`src/rtl/uart_rx.sv`:
```
// UART receiver: 8N1 deserializer driven by a 16x oversampling tick.
// Validates the start bit at its midpoint, samples each data bit at mid-bit,
// checks the stop bit and pulses o_rx_done with the received byte.
module uart_rx #(
  parameter int unsigned DATA_BITS  = 8,
  parameter int unsigned OVERSAMPLE = 16,
  parameter int unsigned SB_TICKS   = 16
) (
  input  logic                 i_clock,
  input  logic                 i_reset,
  input  logic                 i_tick,
  input  logic                 i_rx,
  output logic [DATA_BITS-1:0] o_data_byte,
  output logic                 o_rx_done,
  output logic                 o_frame_err,
  output logic                 o_busy
);

  localparam int unsigned TickMax = (OVERSAMPLE > SB_TICKS) ? OVERSAMPLE : SB_TICKS;
  localparam int unsigned TickW   = (TickMax > 1) ? $clog2(TickMax) : 1;
  localparam int unsigned BitW    = (DATA_BITS > 1) ? $clog2(DATA_BITS) : 1;

  localparam logic [TickW-1:0] HalfLast = TickW'(OVERSAMPLE / 2 - 1);
  localparam logic [TickW-1:0] BitLast  = TickW'(OVERSAMPLE - 1);
  localparam logic [TickW-1:0] StopLast = TickW'(SB_TICKS - 1);
  localparam logic [BitW-1:0]  DataLast = BitW'(DATA_BITS - 1);

  typedef enum logic [1:0] {StIdle, StStart, StData, StStop} state_e;

  state_e               state_q, state_d;
  logic [TickW-1:0]     tick_cnt_q, tick_cnt_d;
  logic [BitW-1:0]      bit_cnt_q, bit_cnt_d;
  logic [DATA_BITS-1:0] shreg_q, shreg_d;
  logic [DATA_BITS-1:0] data_q, data_d;
  logic                 done_q, done_d;
  logic                 err_q, err_d;
  logic                 rx_meta_q, rx_s_q;

  // Two-flop synchronizer for the asynchronous line; resets to idle-high.
  always_ff @(posedge i_clock or negedge i_reset) begin
    if (!i_reset) begin
      rx_meta_q <= 1'b1;
      rx_s_q    <= 1'b1;
    end else begin
      rx_meta_q <= i_rx;
      rx_s_q    <= rx_meta_q;
    end
  end

  // State, counters, shift register and registered outputs.
  always_ff @(posedge i_clock or negedge i_reset) begin
    if (!i_reset) begin
      state_q    <= StIdle;
      tick_cnt_q <= '0;
      bit_cnt_q  <= '0;
      shreg_q    <= '0;
      data_q     <= '0;
      done_q     <= 1'b0;
      err_q      <= 1'b0;
    end else begin
      state_q    <= state_d;
      tick_cnt_q <= tick_cnt_d;
      bit_cnt_q  <= bit_cnt_d;
      shreg_q    <= shreg_d;
      data_q     <= data_d;
      done_q     <= done_d;
      err_q      <= err_d;
    end
  end

  // Next-state logic; counters only move on oversampling ticks.
  always_comb begin
    state_d    = state_q;
    tick_cnt_d = tick_cnt_q;
    bit_cnt_d  = bit_cnt_q;
    shreg_d    = shreg_q;
    data_d     = data_q;
    done_d     = 1'b0;
    err_d      = err_q;
    unique case (state_q)
      StIdle: begin
        // Start edge is accepted on any clock, not just tick cycles.
        if (!rx_s_q) begin
          state_d    = StStart;
          tick_cnt_d = '0;
        end
      end
      StStart: begin
        if (i_tick) begin
          if (tick_cnt_q == HalfLast) begin
            if (!rx_s_q) begin
              state_d    = StData;
              tick_cnt_d = '0;
              bit_cnt_d  = '0;
            end else begin
              // Line back high at mid start bit: treat as a glitch.
              state_d = StIdle;
            end
          end else begin
            tick_cnt_d = tick_cnt_q + TickW'(1);
          end
        end
      end
      StData: begin
        if (i_tick) begin
          if (tick_cnt_q == BitLast) begin
            shreg_d    = {rx_s_q, shreg_q[DATA_BITS-1:1]};
            tick_cnt_d = '0;
            if (bit_cnt_q == DataLast) begin
              state_d = StStop;
            end else begin
              bit_cnt_d = bit_cnt_q + BitW'(1);
            end
          end else begin
            tick_cnt_d = tick_cnt_q + TickW'(1);
          end
        end
      end
      StStop: begin
        if (i_tick) begin
          if (tick_cnt_q == StopLast) begin
            data_d  = shreg_q;
            err_d   = ~rx_s_q;
            done_d  = 1'b1;
            state_d = StIdle;
          end else begin
            tick_cnt_d = tick_cnt_q + TickW'(1);
          end
        end
      end
      default: state_d = StIdle;
    endcase
  end

  // Busy stays up through the done cycle so it falls the cycle after the pulse.
  always_comb begin
    o_busy = (state_q != StIdle) | done_q;
  end

  assign o_data_byte = data_q;
  assign o_rx_done   = done_q;
  assign o_frame_err = err_q;

endmodule

```
`config.mk`:
```
export PLATFORM = sky130hd
export DESIGN_NAME = uart_rx
export DESIGN_NICKNAME = d
export VERILOG_FILES = /design/src/rtl/uart_rx.sv
export SDC_FILE = /design/constraint.sdc
export NUM_CORES = 1
export LEC_CHECK = 0
export CORE_ASPECT_RATIO = 1.4
export CORE_UTILIZATION = 40
export DETAILED_ROUTE_END_ITERATION = 10
export HOLD_SLACK_MARGIN = 0.12
export PLACE_DENSITY = 0.59
export SETUP_SLACK_MARGIN = 0.4
export SKIP_CTS_REPAIR_TIMING = 1
export SLEW_MARGIN = 20
export SYNTH_ARGS = -nofsm -noshare
export SYNTH_HDL_FRONTEND = slang
export SYNTH_SLANG_ARGS = --single-unit
```
`constraint.sdc`:
```
create_clock -name i_clock -period 2.6 [get_ports i_clock]
set_input_delay 0.78 -clock i_clock [delete_from_list [all_inputs] [get_ports i_clock]]
set_output_delay 0.78 -clock i_clock [all_outputs]
set_load 0.02 [all_outputs]
```
==> summary.txt <==
antenna cells = 0
layout cell share with drive strength beyond 1 = 0.278
outcome = complete, no violations
Max-slew headroom = 0.681
pins over their slew limit = 0
worst slack at placement = 0.217 ns
Mapped Area = 0.00133 mm2
Synth top area share = 0.508
via/cell ratio = 5.39
clock slew seen by the registers of the worst setup and hold paths = 0.06 ns
fin worst setup slack = 0.496 ns
Top FF cell, synth = dfrtp_1
vias in the first global route = 972
clk_lat worst skew = 0.27 ns
Mapped Avg Cell Area = 12.7 um2
final wirelength = 2490 um
skew final = 0.00343 ns
CTS tree = yes
GPL Wtd Cong = 0.758
CP max stage delay = 0.56 ns
YS warnings = 0
delay-heaviest family, CP = buffers and inverters
# DRC = 0
Unique masters post-synth = 35
Gate Count Post-Synth = 105
hold wc startpoint = rx_meta_q
die area = 0.00356 mm2
HPWL after DPL = 1740 um
final setup fails = 0
Initial Util = 0.422
Area Growth Syn to Fin = 23.2%
Critical Path RT = 2.76 ns
Tot GR Track Use = 0.171
clk buf depth = 2
H-Tree Depth = 2
CORE AREA = 0.00315 mm2
Die H = 70.2 um
placed inst area = 0.00152 mm2
Critical path buffers and inverters = 1
Min Clock Period, post-route = 2.10 ns
row count = 24
# port buffers = 14
TritonRoute pass-1 iters = 4
first-pass GRT wire length = 4440 um
Post-synth EDFFs = 0
Reg2Reg Launch Point = tick_cnt_q[0]
leading area contributor after synthesis = dfrtp_1
Multi-input gate area = 562 um2
PwrDens = 876 mW/mm2
CP Launch Type = input port
count of boundary I/O pins = 15
via count = 890
initial drt markers = 11
#FFs+latches synth = 29
drt wl/cell = 15.1 um
HP Class = register to register
Final Hold Viols = 0
RSZ-0062 raised after global routing = false
CP Class = input port to register
# clock sinks = 29
Worst Tran Pin Value = 0.473 ns
largest cells by area after synthesis = dfrtp_1 (51%), mux2_2 (15%), dfstp_2 (4.0%)
fin crit share = 0.809
initial antenna violation count = 0
worst vdd ir = 0.525 mV
setup tns final = 0 ns
Die W = 50.7 um
LEAKAGE = 0.756 nW
largest net degree at the start of global routing = 30
Slowest-stage cell, CP = clkdlybuf4s50_1
max frequency = 475 MHz
total global routing overflow = 0
total CTS buffers = 5
max_cap viols = 0
CP Launch Point = i_tick
sequential fraction of the synthesis area = 0.548
most numerous cell in the Yosys netlist = dfrtp_1
syn_nets = 112
post-route cell area = 0.00164 mm2
Register Area = 728 um2
post-route ant nets = 0
worst-path fanout max = 8
Root Buffer = clkbuf_8
most frequent cells after synthesis = dfrtp_1 (27), mux2_2 (18), nand2_1 (5)
Post-synth ARST share = 1.00
Critical Path, Cell by Cell = clkdlybuf4s50_1 > nand2_1 > nor3_4 > mux2_2
CP Capture Type = register
Nets = 132
crit path DAT = 2.26 ns
FILL cells = 286
## routing by layer
metal | part of all wire | global-route usage | up-vias
met5 | 0 | 0 | -
met4 | 0.020 | 0.0833 | 0
met3 | 0.035 | 0.0479 | 6
met2 | 0.51 | 0.290 | 15
met1 | 0.43 | 0.193 | 449
li1 | - | - | 420
## registers in the layout, indices dropped and copies added, names as in the netlist, named ones only
name	flops
o_data_byte	8
shreg_q	8
tick_cnt_q	4
bit_cnt_q	3
o_frame_err	1
o_rx_done	1
rx_meta_q	1
rx_s_q	1
state_q	1
## path summary, 6_finish.rpt
check                      slack, ns             to  depth (start not counted)
max in group asynchronous       1.42      rx_meta_q                          2
setup reg to reg                0.78  tick_cnt_q[0]                          5
min in group asynchronous       0.88   bit_cnt_q[2]                          2
hold reg to reg                 0.36         rx_s_q                          0
setup / recovery                0.50     shreg_q[4]                          4
hold / removal                  0.36         rx_s_q                          0
## placed cells by master, fill, tap and decap left out
| cell | Yosys | routed |
|---|---|---|
| o2bb2ai_1 | 1 | 1 |
| nand4_1 | 1 | 1 |
| mux2i_1 | 1 | 1 |
| nor3_4 | 1 | 1 |
| ha_1 | 3 | 3 |
| or3_1 | 1 | 1 |
| clkbuf_1 | 2 | 1 |
| dlymetal6s2s_1 | 0 | 1 |
| a221o_1 | 2 | 2 |
| nand2_2 | 1 | 1 |
| inv_1 | 3 | 3 |
| o211ai_1 | 2 | 2 |
| nor2_4 | 1 | 1 |
| dfstp_2 | 2 | 2 |
| and3b_1 | 1 | 1 |
| nor2_1 | 3 | 3 |
| nor4_1 | 1 | 1 |
| buf_4 | 0 | 4 |
| o21ai_0 | 2 | 2 |
| a31oi_1 | 1 | 1 |
| clkdlybuf4s50_1 | 0 | 13 |
| a21o_1 | 2 | 2 |
| a221oi_1 | 1 | 1 |
| a22o_1 | 3 | 3 |
| nand2_1 | 5 | 5 |
| nor2b_1 | 3 | 3 |
| dfrtp_1 | 27 | 27 |
| and2_4 | 1 | 1 |
| nand2b_1 | 2 | 2 |
| clkbuf_8 | 0 | 6 |
| nor3_1 | 1 | 1 |
| a32o_1 | 2 | 2 |
| a21oi_1 | 2 | 2 |
| bufinv_16 | 0 | 1 |
| o22a_1 | 1 | 1 |
| and3_1 | 1 | 1 |
| mux2_2 | 18 | 18 |
| nand3_1 | 4 | 4 |
## through the flow
stage          cells  utilization  hold slack, ns  total power (W)
3_3_place_gp     157        0.482           0.347         0.000956
4_1_cts          165        0.519           0.356          0.00145
2_1_floorplan    105            -           0.345         0.000873
5_1_grt          165        0.520           0.358          0.00152
6_report         165        0.520           0.355          0.00144
3_5_place_dp     157        0.482           0.347         0.000970
## power by group
part / internal (W) / switching (W)
registers: 0.000507 / 0.0000543
logic: 0.000183 / 0.000216
clock network: 0.000312 / 0.000164
total: 0.00100 / 0.000434
## final cells by class
| class | instances | area share |
|---|---|---|
| inverters | 3 | 0.00687 |
| repair buffers | 18 | 0.105 |
| flip-flops and latches | 29 | 0.444 |
| multi-input cells | 68 | 0.343 |
| well taps | 39 | 0.0298 |
| clock buffers | 7 | 0.0527 |
| clock inverters | 1 | 0.0183 |
## kinds of logic (layout without fill, tap and decap cells)
| kind of cell | count (synthesis) | in the layout | share of synthesized area |
|---|---|---|---|
| flip-flops | 29 | 29 | 0.548 |
| multiplexers | 19 | 19 | 0.160 |
| AO/OA/AOI/OAI | 19 | 19 | 0.112 |
| AND/OR/NAND/NOR | 27 | 27 | 0.122 |
| buffers and inverters | 8 | 29 | 0.0301 |
| adder cells (fa/ha/maj) | 3 | 3 | 0.0282 |
No activity file was read; power rests on OpenSTA's default activity.
